### src/rtl/cnnip_pkg.sv
// Shared types and parameter helpers for the cnnip stream blocks.
package cnnip_pkg;

    typedef enum logic [1:0] {
        IDLE  = 2'd0,
        FETCH = 2'd1,
        EMIT  = 2'd2
    } unpack_state_e;

    // Number of SUBW-wide elements packed into one WIDTH-wide FIFO word.
    function automatic int lanes_of(input int width, input int subw);
        return width / subw;
    endfunction

    // Lane index width; LANES >= 2 keeps this at least one bit.
    function automatic int lane_w_of(input int width, input int subw);
        return $clog2(width / subw);
    endfunction

endpackage

### src/rtl/cnnip_word_unpacker_if.sv
// FIFO read port plus element stream seen by the word unpacker.
interface cnnip_word_unpacker_if #(
    parameter int WIDTH = 32,
    parameter int SUBW  = 8
);
    logic             fifo_empty_a;
    logic             fifo_pop_a;
    logic [WIDTH-1:0] fifo_dout_a;
    logic             m_valid_a;
    logic             m_ready_a;
    logic [SUBW-1:0]  m_data_a;
    logic             m_last_a;

    modport master (
        input  fifo_empty_a, fifo_dout_a, m_ready_a,
        output fifo_pop_a, m_valid_a, m_data_a, m_last_a
    );

    modport slave (
        output fifo_empty_a, fifo_dout_a, m_ready_a,
        input  fifo_pop_a, m_valid_a, m_data_a, m_last_a
    );
endinterface

### src/rtl/cnnip_word_unpacker.sv
// Splits FIFO words into LSB-first SUBW-wide elements of a length-counted frame.
module cnnip_word_unpacker
    import cnnip_pkg::*;
#(
    parameter int WIDTH = 32,
    parameter int SUBW  = 8,
    parameter int LENW  = 16
) (
    input  logic            clk_a,
    input  logic            arst_aq,
    input  logic            start_a,
    input  logic [LENW-1:0] frame_len_a,
    output logic            busy_a,
    output logic            done_a,
    cnnip_word_unpacker_if.master bus
);
    localparam int LANES  = lanes_of(WIDTH, SUBW);
    localparam int LANE_W = lane_w_of(WIDTH, SUBW);
    localparam logic [LANE_W-1:0] LAST_LANE = LANE_W'(LANES - 1);
    localparam logic [LANE_W-1:0] LANE_ONE  = LANE_W'(1);
    localparam logic [LENW-1:0]   CNT_ONE   = LENW'(1);

    unpack_state_e     state_q, state_d;
    logic [LENW-1:0]   len_q, len_d;
    logic [LENW-1:0]   cnt_q, cnt_d;
    logic [LANE_W-1:0] lane_q, lane_d;
    logic [WIDTH-1:0]  word_q, word_d;
    logic              done_q, done_d;

    logic              valid;
    logic              last;
    logic              hs;
    logic              pop;

    // NOTE: state registers use non-blocking assignments so every flop samples pre-edge values.
    always_ff @(posedge clk_a or posedge arst_aq) begin
        if (arst_aq) begin
            state_q <= IDLE;
            len_q   <= '0;
            cnt_q   <= '0;
            lane_q  <= '0;
            word_q  <= '0;
            done_q  <= 1'b0;
        end else begin
            state_q <= state_d;
            len_q   <= len_d;
            cnt_q   <= cnt_d;
            lane_q  <= lane_d;
            word_q  <= word_d;
            done_q  <= done_d;
        end
    end

    assign valid = (state_q == EMIT);
    assign last  = valid && (cnt_q == (len_q - CNT_ONE));
    assign hs    = valid && bus.m_ready_a;

    // NOTE: every output of this block gets a default first, so no path can infer a latch.
    always_comb begin
        state_d = state_q;
        len_d   = len_q;
        cnt_d   = cnt_q;
        lane_d  = lane_q;
        word_d  = word_q;
        done_d  = 1'b0;
        pop     = 1'b0;

        case (state_q)
            IDLE: begin
                if (start_a) begin
                    len_d = frame_len_a;
                    cnt_d = '0;
                    if (frame_len_a == '0) done_d  = 1'b1;
                    else                   state_d = FETCH;
                end
            end
            FETCH: begin
                if (!bus.fifo_empty_a) begin
                    pop     = 1'b1;
                    word_d  = bus.fifo_dout_a;
                    lane_d  = '0;
                    state_d = EMIT;
                end
            end
            EMIT: begin
                if (hs) begin
                    cnt_d  = cnt_q + CNT_ONE;
                    lane_d = lane_q + LANE_ONE;
                    if (last) begin
                        // Remaining lanes of this word are dropped with the frame.
                        state_d = IDLE;
                        done_d  = 1'b1;
                    end else if (lane_q == LAST_LANE) begin
                        lane_d = '0;
                        if (!bus.fifo_empty_a) begin
                            pop    = 1'b1;
                            word_d = bus.fifo_dout_a;
                        end else begin
                            state_d = FETCH;
                        end
                    end
                end
            end
            default: state_d = IDLE;
        endcase
    end

    assign busy_a         = (state_q != IDLE);
    assign done_a         = done_q;
    assign bus.fifo_pop_a = pop;
    assign bus.m_valid_a  = valid;
    assign bus.m_last_a   = last;
    assign bus.m_data_a   = valid ? word_q[int'(lane_q) * SUBW +: SUBW] : '0;

endmodule

### src/flat_wrapper.sv
// flat-port wrapper written by rule: the top's interface ports become plain ports
module cnnip_word_unpacker_flat import cnnip_pkg::*;
#(
    parameter int WIDTH = 32,
    parameter int SUBW  = 8,
    parameter int LENW  = 16
)
  (clk_a, arst_aq, start_a, frame_len_a, busy_a, done_a, bus_fifo_empty_a, bus_fifo_dout_a, bus_m_ready_a, bus_fifo_pop_a, bus_m_valid_a, bus_m_data_a, bus_m_last_a);
  cnnip_word_unpacker_if #(.WIDTH(WIDTH), .SUBW(SUBW)) bus_i ();
  input  logic clk_a;
  input  logic arst_aq;
  input  logic start_a;
  input  logic [LENW-1:0] frame_len_a;
  output logic busy_a;
  output logic done_a;
  input wire logic [$bits(bus_i.fifo_empty_a)-1:0] bus_fifo_empty_a;
  input wire logic [$bits(bus_i.fifo_dout_a)-1:0] bus_fifo_dout_a;
  input wire logic [$bits(bus_i.m_ready_a)-1:0] bus_m_ready_a;
  output wire logic [$bits(bus_i.fifo_pop_a)-1:0] bus_fifo_pop_a;
  output wire logic [$bits(bus_i.m_valid_a)-1:0] bus_m_valid_a;
  output wire logic [$bits(bus_i.m_data_a)-1:0] bus_m_data_a;
  output wire logic [$bits(bus_i.m_last_a)-1:0] bus_m_last_a;
  assign bus_i.fifo_empty_a = bus_fifo_empty_a;
  assign bus_i.fifo_dout_a = bus_fifo_dout_a;
  assign bus_i.m_ready_a = bus_m_ready_a;
  assign bus_fifo_pop_a = bus_i.fifo_pop_a;
  assign bus_m_valid_a = bus_i.m_valid_a;
  assign bus_m_data_a = bus_i.m_data_a;
  assign bus_m_last_a = bus_i.m_last_a;
  cnnip_word_unpacker #(.WIDTH(WIDTH), .SUBW(SUBW), .LENW(LENW)) u_core (.clk_a(clk_a), .arst_aq(arst_aq), .start_a(start_a), .frame_len_a(frame_len_a), .busy_a(busy_a), .done_a(done_a), .bus(bus_i));
endmodule
### config.mk
export PLATFORM = sky130hd
export DESIGN_NAME = cnnip_word_unpacker_flat
export DESIGN_NICKNAME = d
export VERILOG_FILES = /design/src/rtl/cnnip_pkg.sv /design/src/rtl/cnnip_word_unpacker_if.sv /design/src/rtl/cnnip_word_unpacker.sv /design/src/flat_wrapper.sv
export SDC_FILE = /design/constraint.sdc
export NUM_CORES = 1
export LEC_CHECK = 0
export BUFFER_PORTS_ARGS = -buffer_cell sky130_fd_sc_hd__buf_2
export CORE_UTILIZATION = 50
export CTS_CLUSTER_SIZE = 10
export DETAILED_ROUTE_END_ITERATION = 8
export GPL_ROUTABILITY_DRIVEN = 0
export GPL_TIMING_DRIVEN = 0
export PLACE_DENSITY = 0.72
export SYNTH_ARGS = -nofsm -noshare
export SYNTH_HDL_FRONTEND = slang
export SYNTH_SLANG_ARGS = --single-unit
### constraint.sdc
create_clock -name clk_a -period 4.76 [get_ports clk_a]
set_input_delay 0.952 -clock clk_a [delete_from_list [all_inputs] [get_ports clk_a]]
set_output_delay 0.952 -clock clk_a [all_outputs]
set_load 0.1 [all_outputs]
==> results of run 1 <==
==> worst register-to-register path, delay by kind of cell (launching register included) <==
kind | cells | cell delay, ns
buffers and inverters | 3 | 0.46
AO/OA/AOI/OAI | 2 | 0.63
flip-flops | 1 | 0.36
adder cells (fa/ha/maj) | 1 | 0.29
AND/OR/NAND/NOR | 4 | 1.22
multiplexers | 1 | 0.30
==> power breakdown <==
part / switching [mW] / internal, mW / leakage [nW]
logic: 0.791 / 0.724 / 1.16
registers: 0.221 / 0.823 / 0.854
clock network: 0.244 / 0.303 / 0.112
==> registers in the layout (all words and copies together) (netlist names) <==
| name | flops |
|---|---|
| u_core.len_q | 16 |
| u_core.state_q | 2 |
| u_core.lane_q | 2 |
| u_core.cnt_q | 16 |
| u_core.word_q | 32 |
| u_core.done_a | 1 |
==> worst max-delay path by stage <==
stage / from / end / cells past startpoint
3_3_place_gp: u_core.len_q[0]$_DFFE_PP0P_ / bus_fifo_pop_a / 11
5_1_grt: u_core.len_q[0]$_DFFE_PP0P_ / bus_fifo_pop_a / 11
6_report: u_core.len_q[0]$_DFFE_PP0P_ / bus_fifo_pop_a / 11
3_5_place_dp: u_core.len_q[0]$_DFFE_PP0P_ / bus_m_last_a / 10
4_1_cts: u_core.len_q[0]$_DFFE_PP0P_ / bus_fifo_pop_a / 11
2_1_floorplan: u_core.len_q[0]$_DFFE_PP0P_ / bus_m_last_a / 9
==> metrics by stage <==
step                      setup slack, ns  power, mW  hold WS [ns]  util [%]  cells
after detailed placement            0.688       2.57         0.494      57.7    506
after floorplan                     0.815       2.27         0.475         -    339
after CTS                           0.286       3.13         0.517      60.6    522
after global routing                0.106       3.29         0.526      60.6    522
after global placement              0.749       2.52         0.492      57.7    506
final                               0.301       3.11         0.513      60.6    522
==> per-layer routing <==
layer / vias up / share of wire [%] / global-route usage, %
li1: 1387 / - / -
met1: 1409 / 44 / 27.1
met2: 67 / 49 / 34.4
met3: 21 / 4.1 / 5.06
met4: 0 / 3.1 / 10.8
met5: - / 0 / 0
==> cell families after synthesis <==
group | after synthesis
simple gates | 107
buf+inv | 27
xor+xnor | 28
compound gates | 40
mux | 61
fa+ha+maj | 7
flops | 69
==> Yosys cell counts, types with 9 or more instances <==
cell type  number
and2_1         14
clkbuf_1        9
dfrtp_1        69
inv_1          12
mux2_2         19
mux2_4         30
nand2_1        11
nand3_1        10
nand4_1        10
nor2_1         23
o21ai_0         9
xnor2_1        14
xor2_1         14
==> area by class of cell <==
class | count | area [um2] | share of cell area (%)
multi-input cells | 243 | 2170 | 46.1
flip-flops and latches | 69 | 1730 | 36.7
repair buffers | 65 | 325 | 6.91
well taps | 102 | 128 | 2.71
clock inverters | 7 | 105 | 2.23
clock buffers | 9 | 124 | 2.63
plain buffers | 15 | 82.6 | 1.75
inverters | 12 | 47.5 | 1.01
==> results.ini, run 1 <==
[run_status]
outcome = finished, final reports clean

[timing]
setup_tns_ns = 0
worst_slew_pin_slew_ns = 0.848
slew_viol_final = 0
rsz0062_at_grt = false
slew_headroom_pct = 43.5
post-route-min-period_ns = 4.46
finalSetupViolCount = 0
fin_worst_skew_ns = 0.00847
max_freq_ghz = 0.224
hold_viol_final = 0
min_period_over_period_pct = 93.7

[setup_path]
worst_r2r_endpoint = u_core.word_q[11]$_DFFE_PP0P_
critPathArrivalTime_ns = 3.51
slowest_delay_ns = 0.43
end_kind = primary output
required_ns = 3.81
r2r-start = u_core.len_q[0]$_DFFE_PP0P_
ff2ff_setup_slack_ns = 1.40
cpMostUsedCell = buf_2
crit_path_start_kind = register
critPathMaxFanout = 9
worstRegToRegCells = 11
critical_path_class = register to primary output
critPathTopFamily = simple AND/OR/NAND/NOR gates
path_buf_inv = 3
worstPathCellList = buf_2 -> inv_1 -> ha_1 -> nor3b_4 -> nand4_1 -> or4_1 -> and3b_4 -> nor4_4 -> nor2b_1 -> a22o_1 -> buf_2
cpMaxStageDelayCell = nor4_4

[synthesis]
synth-compound-area-share_pct = 7.74
yosys.area.top_type_share_pct = 42.9
synth.yosys.seq_area_share_pct = 42.9
ys.flop_type = dfrtp_1
synthXorXnorAreaFrac_pct = 6.09
ys_top_cells_by_area = dfrtp_1, mux2_4, mux2_2
synth_top_family_by_area = multiplexers
synthesis.area_mm2 = 0.00403
synth-edff-count = 0
synthCells = 339
yosys_register_bits = 69
synth_area_leader_cell = dfrtp_1
synth-warning-count = 0
synthAdderAreaFrac_pct = 2.18
synthMuxAreaShare_pct = 22.0
synth.avg_cell_area_um2 = 11.9
synth-async-reset-ratio_pct = 100
yosysUniqueCellTypes = 57
synth.net_count = 399
synth_simple_gate_area_share_pct = 15.9

[place]
placed_area_mm2 = 0.00448
hpwl_um = 6240
numPortBuffers = 65

[worst_hold_path]
hold_depth = 1
hp-start = u_core.word_q[28]$_DFFE_PP0P_
min_to = u_core.word_q[28]$_DFFE_PP0P_
min_path_type = register to register

[detailed_routing]
avgViaCountPerCell = 5.52
drtIter0Drc = 142
ant_nets = 0
wl_per_cell_um = 16.2
dr_total_vias = 2884
finalWirelength_um = 8460
first_pass_iters = 4
drc = 0

[floorplan]
initial_utilization_pct = 51.8
ios = 66
fp.coreArea_mm2 = 0.00777
rows = 32
dieHeight_um = 91.7
die-width_um = 91.7
die_area_mm2 = 0.00841

[pwr]
power_density_mw_per_mm2 = 660
p_leak_nw = 2.13
irDropWorstVdd_mv = 0.420

[cts]
clk_latency_ns = 0.35
clk_pin_slew_ns = 0.08
clkSinkCount = 69
cts_tree = done
cts_setup_buffers = 0
cts-root-buf = clkbuf_8
clockBufferDepth = 2
cts_resized = 0
numCtsBuffers = 9
cts_htree_levels = 3
hold_buffers = 0

[finish]
finalInstanceArea_mm2 = 0.00471
diodes = 0
layout_commonest_cell = dfrtp_1
final_cell_mix = dfrtp_1, buf_2, mux2_4
fill_cells = 641
drive_gt1_share_pct = 37.4
area_growth_pct = 17.0
nNetsFinal = 475

[global_route]
antenna_found_initial = 0
grt_start_max_net_pins = 70
grt_usage_pct = 21.4
grt_pass1_wl_um = 13900
grt_pass1_vias = 2855
grt.overflow.total = 0

[flow_run]
drv_cap = 0

Power figures use the tool's default switching activity.
==> inputs of run 2 (changes only) <==
CELL_PAD_IN_SITES_DETAIL_PLACEMENT = 0   (was not set)
CELL_PAD_IN_SITES_GLOBAL_PLACEMENT = 1   (was not set)
CORE_UTILIZATION = 49   (was 50)
PLACE_DENSITY = not set   (was 0.72)
PLACE_DENSITY_LB_ADDON = 0.1   (was not set)
SKIP_CTS_REPAIR_TIMING = 1   (was not set)
==> run 2 against run 1 <==
Effect of this change:
- clock-buffer cell count grew 2
- global-route usage grew 1.2 points
- wire length grew 2.8%
- clock power shrank 7.9%
- via count grew 0.73%
- non-clock buffer count is the same
- clock skew grew 0.0026 ns
- largest power group unchanged
- highest routed layer unchanged
==> results.ini, run 2 (synthesized netlist as in run 1, its figures left out) <==
[run_status]
outcome = finished, final reports clean

[setup_path]
r2r-start = u_core.len_q[0]$_DFFE_PP0P_
end_kind = primary output
ff2ff_setup_slack_ns = 1.46
required_ns = 3.81
critPathMaxFanout = 9
worst_r2r_endpoint = u_core.word_q[13]$_DFFE_PP0P_
critPathArrivalTime_ns = 3.51
critical_path_class = register to primary output
worstRegToRegCells = 11
crit_path_start_kind = register

[detailed_routing]
met3WireLength_um = 264
route.met2.wl_um = 4250
wl_per_cell_um = 16.7
dr_total_vias = 2905
top_layer = met4
finalWirelength_um = 8700
ant_nets = 0
wl_met1_um = 3990
avgViaCountPerCell = 5.57
drc = 0
first_pass_iters = 4
drtIter0Drc = 71

[timing]
setup_tns_ns = 0
worst_slew_pin_slew_ns = 0.843
slew_headroom_pct = 43.8
fin_worst_skew_ns = 0.0111
post-route-min-period_ns = 4.46
min_period_over_period_pct = 93.8
slew_viol_final = 0
rsz0062_at_grt = false
finalSetupViolCount = 0
max_freq_ghz = 0.224
hold_ws_ns = 0.510
hold_viol_final = 0

[global_route]
grt_usage_pct = 22.6
grt.overflow.total = 0
antenna_found_initial = 0
grt_start_max_net_pins = 70
grt_pass1_vias = 3116
grt_pass1_wl_um = 14800

[cts]
clkSinkCount = 69
numCtsBuffers = 9
clk_pin_slew_ns = 0.08
cts_htree_levels = 3
cts-root-buf = clkbuf_8
cts_tree = done
clk_latency_ns = 0.35
clockBufferDepth = 2

[floorplan]
ios = 66
rows = 32
fp.coreArea_mm2 = 0.00785
die-width_um = 92.6
initial_utilization_pct = 51.3
dieHeight_um = 92.6
die_area_mm2 = 0.00858

[pwr]
power_density_mw_per_mm2 = 653
irDropWorstVdd_mv = 0.432
p_leak_nw = 2.11

[place]
hpwl_um = 6380
numPortBuffers = 65

[finish]
multi_input_area_mm2 = 0.00217
diodes = 0
drive_gt1_share_pct = 37.4
largest_reg_flops = 32
top_register = u_core.word_q
fill_cells = 708
area_growth_pct = 16.5
top_regs = u_core.word_q x32, u_core.cnt_q x16, u_core.len_q x16
final_cell_mix = dfrtp_1, buf_2, mux2_4
layout_commonest_cell = dfrtp_1
regArea_mm2 = 0.00173
nNetsFinal = 475
fin_util_pct = 59.8

[worst_hold_path]
min_to = u_core.word_q[27]$_DFFE_PP0P_
min_path_type = register to register
hold_depth = 1
hp-start = u_core.word_q[27]$_DFFE_PP0P_

[flow_run]
drv_cap = 0

==> run 2: cell types whose count changed in the layout (fill, tap and decap cells not counted) <==
cell / previous run / this run
inv_6: 2 / 0
inv_8: 1 / 0
clkinv_2: 0 / 1
clkinvlp_4: 1 / 2
clkbuf_8: 9 / 11
bufinv_16: 2 / 1
==> run 2: cell type report <==
class                           count  area share (%)
Inverter                           12            1.01
Sequential cell                    69            36.8
Clock buffer                       11            3.23
Buffer                             15            1.76
Clock inverter                      5            1.25
Multi-Input combinational cell    243            46.3
Timing Repair Buffer               65            6.94
Tap cell                          102            2.72
==> run 2: worst max-delay path by stage <==
| stage | slack [ns] | cells past startpoint | from | end |
|---|---|---|---|---|
| detailed placement | 0.71 | 11 | u_core.len_q[0]$_DFFE_PP0P_ | bus_fifo_pop_a |
| global placement | 0.76 | 11 | u_core.len_q[0]$_DFFE_PP0P_ | bus_fifo_pop_a |
| global route | 0.09 | 11 | u_core.len_q[0]$_DFFE_PP0P_ | bus_fifo_pop_a |
| CTS | 0.32 | 11 | u_core.len_q[0]$_DFFE_PP0P_ | bus_fifo_pop_a |
| floorplan | 0.82 | 9 | u_core.len_q[0]$_DFFE_PP0P_ | bus_m_last_a |
| finish | 0.30 | 11 | u_core.len_q[0]$_DFFE_PP0P_ | bus_fifo_pop_a |
==> run 2: worst max-delay path, stage by stage (launching register included) <==
cell and delay [ns]:
dfrtp_1 0.36, buf_2 0.18, inv_1 0.07, ha_1 0.28, nor3b_4 0.38, nand4_1 0.18
or4_1 0.42, and3b_4 0.22, nor4_4 0.43, nor2b_1 0.13, a22o_1 0.21, buf_2 0.29
==> run 2: layer usage <==
layer	GRT usage [%]	vias to the layer above
met1	28.6	1434
met3	3.28	18
met4	10.3	0
li1	-	1390
met5	0	-
met2	38.3	63
==> run 2: stage by stage <==
step	std cells	total power [mW]	area (um2)	worst slack [ns]
global placement	506	2.53	4480	0.760
detailed placement	506	2.57	4480	0.708
global route	522	3.26	4690	0.0912
floorplan	339	2.27	4030	0.815
CTS	522	3.08	4690	0.316
finish	522	3.06	4690	0.295
==> run 2: report_power, final <==
group / internal [mW] / leakage, nW / switching (mW)
sequential: 0.823 / 0.854 / 0.211
clock: 0.270 / 0.102 / 0.234
combinational: 0.725 / 1.16 / 0.799
==> inputs of run 3 (changes only) <==
CORE_ASPECT_RATIO = 0.7   (was not set)
==> run 3 against run 2 <==
Effect of this change:
- setup slack better by 0.077 ns
- wire length up 3.1%
- flip-flop and latch count stayed put
- critical path type unchanged
- highest routed layer unchanged
==> results.ini, run 3 (synthesized netlist as in run 1, its figures left out) <==
[run_status]
outcome = finished, final reports clean

[detailed_routing]
drtIter0Drc = 94
avgViaCountPerCell = 5.50
dr_total_vias = 2869
wl_per_cell_um = 17.2
drc = 0
first_pass_iters = 4
ant_nets = 0
finalWirelength_um = 8970

[finish]
layout_commonest_cell = dfrtp_1
area_growth_pct = 18.7
finalInstanceArea_mm2 = 0.00478
final_cell_mix = dfrtp_1, buf_2, mux2_4
top_register = u_core.word_q
drive_gt1_share_pct = 37.3
largest_reg_flops = 32
fill_cells = 677
nNetsFinal = 476
top_regs = u_core.word_q x32, u_core.cnt_q x16, u_core.len_q x16
diodes = 0

[pwr]
irDropWorstVdd_mv = 0.311
p_int_mw = 1.97
p_leak_nw = 2.17
seq_power_share_pct = 31.9
power.total_mw = 3.24
power_density_mw_per_mm2 = 678
clockPowerShare_pct = 20.3
pwr-share-comb_pct = 47.7
p_sw_mw = 1.27
sw_frac_of_total_pct = 39.2

[setup_path]
required_ns = 3.81
r2r-start = u_core.len_q[0]$_DFFE_PP0P_
worstRegToRegCells = 12
startpoint = u_core.len_q[0]$_DFFE_PP0P_
ff2ff_setup_slack_ns = 1.47
crit_path_start_kind = register
critical_path_class = register to primary output
end_kind = primary output
critPathArrivalTime_ns = 3.44
critPathMaxFanout = 9
worst_r2r_endpoint = u_core.word_q[13]$_DFFE_PP0P_
crit_path_end = bus_fifo_pop_a

[timing]
post-route-min-period_ns = 4.39
hold_viol_final = 0
fin_worst_skew_ns = 0.00460
setup_tns_ns = 0
min_period_over_period_pct = 92.2
worst_slew_pin_slew_ns = 0.853
slew_headroom_pct = 43.2
max_freq_ghz = 0.228
rsz0062_at_grt = false
slew_viol_final = 0
hold_ws_ns = 0.503
finalSetupViolCount = 0

[place]
hpwl_um = 6550
placed_area_mm2 = 0.00448
numPortBuffers = 65

[floorplan]
die-width_um = 110
initial_utilization_pct = 50.9
rows = 27
fp.coreArea_mm2 = 0.00791
ios = 66
dieHeight_um = 77.8
die_area_mm2 = 0.00859

[flow_run]
drv_cap = 0

[worst_hold_path]
min_path_type = register to register

[global_route]
grt_usage_pct = 23.4
antenna_found_initial = 0
grt.overflow.total = 0
grt_start_max_net_pins = 70
grt_pass1_wl_um = 14900
grt_pass1_vias = 2833

[cts]
clkSinkCount = 69
numCtsBuffers = 9
cts-root-buf = clkbuf_16
cts_tree = done
clk_pin_slew_ns = 0.05
clockBufferDepth = 2
cts_htree_levels = 3
clk_latency_ns = 0.33

[run 3: power by group through the flow]
stage          Sequential, mW  Combinational [mW]  Clock [mW]
2_1_floorplan           0.975                1.30           0
3_3_place_gp             1.03                1.52           0
3_5_place_dp             1.04                1.54           0
4_1_cts                  1.03                1.55       0.678
5_1_grt                  1.07                1.67       0.703
6_report                 1.04                1.55       0.660
[run 3: how the worst min path moves through the flow]
| stage | start | endpoint | slack [ns] | depth (start not counted) |
|---|---|---|---|---|
| 6_report | u_core.word_q[16]$_DFFE_PP0P_ | u_core.word_q[16]$_DFFE_PP0P_ | 0.50 | 1 |
| 3_5_place_dp | u_core.word_q[18]$_DFFE_PP0P_ | u_core.word_q[18]$_DFFE_PP0P_ | 0.49 | 1 |
| 4_1_cts | u_core.word_q[17]$_DFFE_PP0P_ | u_core.word_q[17]$_DFFE_PP0P_ | 0.51 | 1 |
| 2_1_floorplan | u_core.word_q[30]$_DFFE_PP0P_ | u_core.word_q[30]$_DFFE_PP0P_ | 0.48 | 1 |
| 3_3_place_gp | u_core.word_q[14]$_DFFE_PP0P_ | u_core.word_q[14]$_DFFE_PP0P_ | 0.49 | 1 |
| 5_1_grt | u_core.word_q[19]$_DFFE_PP0P_ | u_core.word_q[19]$_DFFE_PP0P_ | 0.52 | 1 |
[run 3: per-stage QoR]
step                      instances  worst slack [ns]  utilization, %
after floorplan                 339             0.815               -
after global placement          505             0.637            56.6
after detailed placement        505             0.667            56.7
after CTS                       521             0.279            60.4
after global routing            522            0.0228            60.5
final                           522             0.372            60.5
[run 3: cell type report]
class	count	area (um2)	area share, %
timing repair buffer	66	333	6.96
tap	101	126	2.64
clock buffer	11	243	5.08
buffer	15	82.6	1.73
clock inverter	5	50.0	1.05
multi-input combinational	243	2170	45.4
sequential	69	1730	36.1
inverter	12	47.5	0.995
[run 3: critical path, stage by stage (launching register included)]
cell and delay [ns]:
dfrtp_1 0.35, buf_2 0.18, inv_1 0.07, ha_1 0.28, nor3b_4 0.27, nand2_1 0.06, a2111oi_0 0.48, nand4_1 0.29
nor4_4 0.48, nor2b_1 0.12, a22o_1 0.22, buf_2 0.29
[run 3: routing by layer]
layer | GRT usage [%] | share of wire, % | vias up
met3 | 6.30 | 5.1 | 8
met4 | 6.32 | 1.1 | 0
met1 | 36.8 | 52 | 1416
met5 | 0 | 0 | -
met2 | 31.1 | 41 | 57
li1 | - | - | 1388
